**src/rtl/wb_pkg.sv**
```systemverilog
// rtl/wb_pkg.sv - shared writeback encodings and load extraction helpers
package wb_pkg;

  typedef enum logic [1:0] {
    WB_MEM = 2'b00,
    WB_ALU = 2'b01,
    WB_PC4 = 2'b10,
    WB_IMM = 2'b11
  } wbsel_e;

  localparam logic [2:0] F3_LB  = 3'b000;
  localparam logic [2:0] F3_LH  = 3'b001;
  localparam logic [2:0] F3_LW  = 3'b010;
  localparam logic [2:0] F3_LD  = 3'b011;
  localparam logic [2:0] F3_LBU = 3'b100;
  localparam logic [2:0] F3_LHU = 3'b101;
  localparam logic [2:0] F3_LWU = 3'b110;

  // Works on a 64-bit view so both XLEN builds (and the M-stage path) share it.
  function automatic logic [63:0] ld_extend(input logic [63:0] data,
                                            input logic [2:0]  offset,
                                            input logic [2:0]  funct3);
    logic [63:0] sh;
    sh = data >> {offset, 3'b000};
    case (funct3)
      F3_LB:   ld_extend = {{56{sh[7]}}, sh[7:0]};
      F3_LH:   ld_extend = {{48{sh[15]}}, sh[15:0]};
      F3_LW:   ld_extend = {{32{sh[31]}}, sh[31:0]};
      F3_LBU:  ld_extend = {56'd0, sh[7:0]};
      F3_LHU:  ld_extend = {48'd0, sh[15:0]};
      F3_LWU:  ld_extend = {32'd0, sh[31:0]};
      default: ld_extend = sh;
    endcase
  endfunction

  function automatic logic ld_misaligned(input logic [2:0] offset,
                                         input logic [2:0] funct3,
                                         input logic       is64);
    case (funct3)
      F3_LB, F3_LBU: ld_misaligned = 1'b0;
      F3_LH, F3_LHU: ld_misaligned = offset[0];
      F3_LW:         ld_misaligned = |offset[1:0];
      F3_LWU:        ld_misaligned = !is64 || (|offset[1:0]);
      F3_LD:         ld_misaligned = !is64 || (|offset);
      default:       ld_misaligned = 1'b1;
    endcase
  endfunction

endpackage

```
**src/rtl/rf_array.sv**
```systemverilog
// rtl/rf_array.sv - register array, one write port, NRP combinational read ports
module rf_array
  import wb_pkg::*;
#(
  parameter int XLEN = 32,
  parameter int NREG = 32,
  parameter int NRP  = 2,
  parameter int AW   = $clog2(NREG)
) (
  input  logic                clk,
  input  logic                rst_n,
  input  logic                we,
  input  logic [AW-1:0]       waddr,
  input  logic [XLEN-1:0]     wdata,
  input  logic [NRP*AW-1:0]   raddr,
  output logic [NRP*XLEN-1:0] rdata
);

  logic [XLEN-1:0] regs [NREG];

  always_ff @(posedge clk or negedge rst_n) begin
    if (!rst_n) begin
      for (int i = 0; i < NREG; i++) regs[i] <= '0;
    end else if (we && waddr != '0) begin
      regs[waddr] <= wdata;
    end
  end

  for (genvar p = 0; p < NRP; p++) begin : gRead
    logic [AW-1:0] a;
    assign a = raddr[p*AW +: AW];
    assign rdata[p*XLEN +: XLEN] = (a == '0) ? '0 : regs[a];
  end

endmodule

```
**src/rtl/wb_regfile.sv**
```systemverilog
// rtl/wb_regfile.sv - writeback select/extend, register file with write-first bypass
module wb_regfile
  import wb_pkg::*;
#(
  parameter int XLEN = 32,
  parameter int NREG = 32,
  parameter int NRP  = 2,
  parameter int AW   = $clog2(NREG),
  parameter int OW   = $clog2(XLEN/8)
) (
  input  logic                clk,
  input  logic                rst_n,
  input  logic                validW,
  input  logic                regwriteW,
  input  logic [1:0]          wbselW,
  input  logic [2:0]          funct3W,
  input  logic [AW-1:0]       rdW,
  input  logic [XLEN-1:0]     data_readW,
  input  logic                mem_ackW,
  input  logic [XLEN-1:0]     ALUresW,
  input  logic [XLEN-1:0]     pc4W,
  input  logic [XLEN-1:0]     immW,
  input  logic [NRP*AW-1:0]   raddr,
  output logic [NRP*XLEN-1:0] rdata,
  output logic [XLEN-1:0]     resultW,
  output logic                stallW,
  output logic                lmisalignW,
  output logic [63:0]         instret
);

  localparam logic IS64 = (XLEN == 64);

  logic [2:0]  offset;
  logic        load;
  logic        misaligned;
  logic        retire;
  logic        we;
  logic [XLEN-1:0]     loadData;
  logic [NRP*XLEN-1:0] arrData;
  logic [63:0] instretQ;
  logic        lmisalignQ;
  logic        unusedAluHigh;

  assign offset        = 3'(ALUresW[OW-1:0]);
  assign unusedAluHigh = ^ALUresW[XLEN-1:OW];
  assign loadData      = XLEN'(ld_extend(64'(data_readW), offset, funct3W));

  always_comb begin
    resultW = '0;
    case (wbselW)
      WB_MEM:  resultW = loadData;
      WB_ALU:  resultW = ALUresW;
      WB_PC4:  resultW = pc4W;
      default: resultW = immW;
    endcase
  end

  // Alignment only matters once data actually arrives.
  assign load       = validW && (wbselW == WB_MEM);
  assign stallW     = load && !mem_ackW;
  assign misaligned = load && mem_ackW && ld_misaligned(offset, funct3W, IS64);
  assign retire     = validW && !stallW && !misaligned;
  assign we         = retire && regwriteW && (rdW != '0);

  rf_array #(
    .XLEN(XLEN),
    .NREG(NREG),
    .NRP (NRP),
    .AW  (AW)
  ) uArray (
    .clk  (clk),
    .rst_n(rst_n),
    .we   (we),
    .waddr(rdW),
    .wdata(resultW),
    .raddr(raddr),
    .rdata(arrData)
  );

  for (genvar p = 0; p < NRP; p++) begin : gBypass
    logic [AW-1:0] a;
    assign a = raddr[p*AW +: AW];
    assign rdata[p*XLEN +: XLEN] = (a == '0)             ? '0      :
                                   (we && a == rdW)      ? resultW :
                                   arrData[p*XLEN +: XLEN];
  end

  always_ff @(posedge clk or negedge rst_n) begin
    if (!rst_n) begin
      instretQ   <= '0;
      lmisalignQ <= 1'b0;
    end else begin
      instretQ   <= instretQ + {63'd0, retire};
      lmisalignQ <= misaligned;
    end
  end

  assign instret    = instretQ;
  assign lmisalignW = lmisalignQ;

endmodule

```
**config.mk**
```make
export PLATFORM = sky130hd
export DESIGN_NAME = wb_regfile
export DESIGN_NICKNAME = d
export VERILOG_FILES = /design/src/rtl/wb_pkg.sv /design/src/rtl/rf_array.sv /design/src/rtl/wb_regfile.sv
export SDC_FILE = /design/constraint.sdc
export NUM_CORES = 2
export LEC_CHECK = 0
export BUFFER_PORTS_ARGS = -buffer_cell sky130_fd_sc_hd__buf_2
export CAP_MARGIN = 10
export CORE_UTILIZATION = 55
export CTS_CLUSTER_SIZE = 20
export DETAILED_ROUTE_END_ITERATION = 7
export PLACE_DENSITY = 0.79
export SETUP_SLACK_MARGIN = 0.2
export SLEW_MARGIN = 20
export SYNTH_ARGS = -nofsm -noshare
export SYNTH_HDL_FRONTEND = slang
export SYNTH_SLANG_ARGS = --single-unit
```
**constraint.sdc**
```tcl
create_clock -name clk -period 6.5 [get_ports clk]
set_clock_uncertainty 0.1 [all_clocks]
set_input_delay 0 -clock clk [delete_from_list [all_inputs] [get_ports clk]]
set_output_delay 0 -clock clk [all_outputs]
set_load 0.02 [all_outputs]
```
* Word level (Yosys, flattened, before mapping)
Index checks and enable logic that the tools add are counted.
Word-level totals: register bits after elaboration 1089, input port bits 153, output and inout port bits 162, word-level logic and storage cells 91
Cells by class: $add $sub $neg 1, $lt $le $gt $ge 4, eq/ne operators 9, shift-type cells 1, multiplexer cells 16, bitwise operators 3, reductions and logical operators 23
Operators with widths (count):
- $bwmux W1024 | 1
- $bmux W32 S5 | 2
- $mux W32 | 9
- $pmux W32 S6 | 1
- $demux W32 S5 | 1
- $pmux W32 S3 | 1
- $add A64 B1 Y64 | 1
- $shr A32 B5 Y32 | 1
- $ge A6 B6 Y1 const B | 3
- $not A5 Y6 | 3
- $logic_and A1 B1 Y1 | 12
- $eq A5 B5 Y1 | 2
- $logic_not A5 Y1 | 2
- $eq A3 B3 Y1 const B | 3
- $lt A6 B1 Y1 const B | 1
- $reduce_or A2 Y1 | 3
- $reduce_bool A5 Y1 | 1
- $eq A3 B1 Y1 const B | 1
- $eq A3 B2 Y1 const B | 1
- $logic_not A1 Y1 | 3
- $logic_not A3 Y1 | 1
- $pmux W1 S3 | 1
- $eq A2 B1 Y1 const B | 1
- $eq A2 B2 Y1 const B | 1
- $logic_not A2 Y1 | 1

* Depth between registers and ports, before layout
word-level depth 11, gate-level depth with buffers 15, depth with buffers taken out 11

* By module
From an unflattened synthesis, not the netlist that was laid out.
Unflattened totals: cell total of the unflattened synthesis 4350, area, all modules 60086.4 um^2
By module, submodules not included:
- rf_array | times used 1, cells an instance 3667, area an instance 54400.9 um^2
- wb_regfile | times used 1, cells an instance 683, area an instance 5685.5 um^2

* Least setup slack after synthesis
Ideal clock, no wire load.
path kind input-to-reg, start point in wbselW[1], end point reg instretQ[59] (netlist: instret[59]), setup time 0.130 ns, arrival time 2.865 ns, data required time 6.270 ns, slack 3.405 ns, stages on the path 14, buffers on the path 4, cells stage by stage clkbuf_1 -> clkbuf_1 -> clkbuf_1 -> or2_2 -> o21ai_0 -> nor2_1 -> ha_1 -> nand3_1 -> or4_1 -> clkbuf_1 -> nand2b_1 -> nor3_4 -> nand4_1 -> xnor2_1
On the way: cells in the longest elaborated chain, start to end 7, elaborated cells on any way between the ends 10, those cells by class add/sub (1); reduce/logical (9)
Ends and longest elaborated chain:
- from (decl) | line wb_regfile.sv:15 | input logic [1:0] wbselW,
- $logic_not A2 Y1 * | line wb_regfile.sv:59 | assign load = validW && (wbselW == WB_MEM);
- $logic_and A1 B1 Y1 * | line wb_regfile.sv:59
- $logic_and A1 B1 Y1, on equally long branches | line wb_regfile.sv:60, wb_regfile.sv:61
- $logic_not A1 Y1 or $logic_and A1 B1 Y1 (tied branches) | line wb_regfile.sv:62, wb_regfile.sv:61
- $logic_and A1 B1 Y1 or $logic_not A1 Y1 (tied branches) | line wb_regfile.sv:62 | assign retire = validW && !stallW && !misaligned;
- $logic_and A1 B1 Y1 * | line wb_regfile.sv:62
- $add A64 B1 Y64 * | line wb_regfile.sv:93 | instretQ <= instretQ + {63'd0, retire};
- to (signal assigned) | line wb_regfile.sv:93
- to (decl) | line wb_regfile.sv:40 | logic [63:0] instretQ;
Mark *: on every way between the ends. The rest lies on a longest branch, timed or not. A chain may end at the register's enable or synchronous reset.

* Worst setup path in the final report
start point in rdW[3], end point out rdata[49]
On the way: cells in the longest elaborated chain, start to end 5, elaborated cells on any way between the ends 6, those cells by class eq/ne (1); mux (2); reduce/logical (3)
Ends and longest elaborated chain:
- from (decl) | line wb_regfile.sv:17 | input logic [AW-1:0] rdW,
- $reduce_bool A5 Y1 | line wb_regfile.sv:63 | assign we = retire && regwriteW && (rdW != '0);
- $logic_and A1 B1 Y1 | line wb_regfile.sv:63
- $logic_and A1 B1 Y1 * | line wb_regfile.sv:84 | (we && a == rdW) ? resultW :
- $mux W32 * | line wb_regfile.sv:84
- $mux W32 * | line wb_regfile.sv:83 | assign rdata[p*XLEN +: XLEN] = (a == '0) ? '0 :
- to (decl) | line wb_regfile.sv:24 | output logic [NRP*XLEN-1:0] rdata,
Marks and branches as above.

==> flow_summary.toml <==
[floorplan]
dieArea_mm2 = 0.104
coreArea_mm2 = 0.102
io_pins = 315
die_w_um = 322
num_rows = 117
die_y_um = 322
start_util_pct = 55.5

[placement]
portBuffers = 314
post-place-ws_ns = 2.21
dp_hpwl_mm = 109
place_congestion = 0.957

[timing]
rsz0062_at_grt = "false"
finalSetupTns_ns = 0
worstMarginPinSlew_ns = 1.20
setup_violations = 0
holdWs_ns = -0.00440
fmax_ghz = 0.217
maxSlewHeadroom_pct = 19.4
period_share_pct = 70.9
hold_viol_final = 1
finalMaxSlewViolations = 0
worst_slack_ns = 1.89
fin_crit_ns = 4.61

[setup_path]
cp_max_fo = 25
worstSetupStartpointType = "input pin"
r2r-start = "instret[0]"
r2r_slack_ns = 3.37
cp.arrival_ns = 4.51
worstSetupPathType = "in2out"
reg2regPathDepth = 8
end_kind = "output port"
crit_start = "rdW[3]"
r2r_end = "instret[58]"
cp.required_ns = 6.40

[power_and_ir_drop]
irDropWorstVdd_mv = 0.228
power_density_mw_per_mm2 = 288
p_leak_nw = 27.8

[yosys]
syn_inst = 5256
synth.distinct_cells = 72
syn_avg_cell_area_um2 = 10.7
ys_warn_count = 0
synthTopCellsByArea = "dfrtp_1 (48%), mux4_2 (20%), o21ai_0 (8.9%)"
synth-edff-count = 0
ys_seq_elements = 1088
yosysMostFrequentCell = "nand2_1"
mappedNetlistArea_mm2 = 0.0565
synth_async_sr_flop_share_pct = 100
synth_common_cells = "nand2_1 (1150), dfrtp_1 (1088), o21ai_0 (1010)"
synth.yosys.seq_area_share_pct = 48.2
yosysTopAreaCellShare_pct = 48.2
yosysTopAreaCell = "dfrtp_1"
ys.flop_type = "dfrtp_1"
synth_nets = 5411

[worst_hold_path]
hp-class = "in2async"

[detailed_routing]
detail_route.wl_per_cell_um = 26.9
antenna_left = 0
dr.pass1.iters = 8
drt_wl_total_mm = 183
dr.first_iter.drc_count = 6798
drcViolationCount = 4
vias = 46400
viasPerCell = 6.83

[global_route]
grt_start_max_net_pins = 192
grt_pass1_wl_mm = 276
groute.usage.overall_pct = 35.3
grt_pass1_vias = 45800
gr-total-overflow = 0
antenna_found_initial = 9

[clocking]
hold_buffers = 67
cts_resized = 0
htree_num_levels = 3
path_clk_slew_ns = 0.06
cts_setup_buffers = 0
cts.sinks = 1088
cts.path.max_buffers = 3
cts_tree = "built"
clock_latency_ns = 0.71
numCtsBuffers = 108
clockRootBuffer = "clkbuf_16"

[final_layout]
nets = 5476
syn2layout_area_growth_pct = 11.9
drive_above_1_share_pct = 22.0

[outcome]
status = "finished, violations left"
violations = "DRC, hold timing"

[flow_run]
cap_violations = 0
how the worst max path moves through the flow:
stage,endpoint,cells past startpoint
after floorplan,instret[59],14
after global placement,instret[60],12
after detailed placement,instret[58],12
after CTS,rdata[49],10
after global routing,rdata[49],10
final,rdata[49],10
through the flow:
step / cell area, um2 / hold slack, ns / power (mW) / utilization, % / instances
after global routing: 63200 / 0.0509 / 18.8 / 62.1 / 6780
after detailed placement: 58700 / -0.00691 / 11.4 / 57.7 / 6512
after floorplan: 56500 / -0.396 / 10.3 / - / 5256
final: 63200 / -0.00440 / 18.2 / 62.1 / 6788
after global placement: 58700 / -0.0174 / 11.3 / 57.7 / 6511
after CTS: 63200 / 0.00113 / 18.1 / 62.1 / 6778
cell type report:
type | count | area [um2]
fillers | 7570 | 38500
flip-flops and latches | 1088 | 27200
multi-input cells | 3593 | 27100
repair buffers | 488 | 3210
clock buffers | 156 | 3140
well taps | 1368 | 1710
clock inverters | 43 | 637
inverters | 42 | 158
diodes | 10 | 25.0
cells by family after synthesis:
logic type	after synthesis	share of synthesized area (%)
and+or+nand+nor	1493	11.0
AOI/OAI and AO/OA	1446	14.2
DFF	1088	48.2
muxes	580	21.2
buffers and inverters	575	4.21
xor gates and xnor gates	72	1.12
adders and majority gates	2	0.0443
power breakdown:
| group | internal (mW) | switching, mW | total (mW) |
|---|---|---|---|
| registers | 7.63 | 0.681 | 8.31 |
| clock network | 3.94 | 2.78 | 6.72 |
| logic | 1.42 | 1.77 | 3.19 |
| total | 13.0 | 5.23 | 18.2 |
metal layers:
layer,vias up,track usage (%),share of wire [%]
met4,12,18.2,5.4
met1,23100,46.1,35
li1,19200,-,-
met2,3461,52.8,45
met3,666,11.6,14
met5,-,0,0.046
worst max-delay path: stages:
cell,delay [ns]
dlygate4sd3_1,0.58
buf_2,0.21
nor3_1,0.56
nor3b_1,0.46
nor2_1,0.12
nand4_1,0.11
buf_4,0.38
nand2_1,0.82
o32ai_1,0.90
buf_2,0.29
sequential cells by signal, summed over array words and instances (netlist names):
register,flops
uArray.regs,1023
instret,64
lmisalignW,1
layout by cell type (no fill, tap or decap), types with 25 or more instances in the layout:
cell           netlist  layout
a21oi_1             48      45
a22oi_1             51      51
buf_2              160     307
buf_4                4     100
clkbuf_1           338      26
clkbuf_16            0     111
dfrtp_1           1088    1088
dlygate4sd3_1        0      66
inv_1               40      40
mux2i_1             67      67
mux4_2             493     493
nand2_1           1150    1130
nand2_2              8      28
nand3_1             39      37
nor2_1             104     104
nor2b_1             27      26
nor3_1              37      36
o21ai_0           1010     996
o21ai_1             28      28
o22ai_1            192     192
xnor2_1             47      47
xor2_1              25      25
No activity file was read; power rests on OpenSTA's default activity.
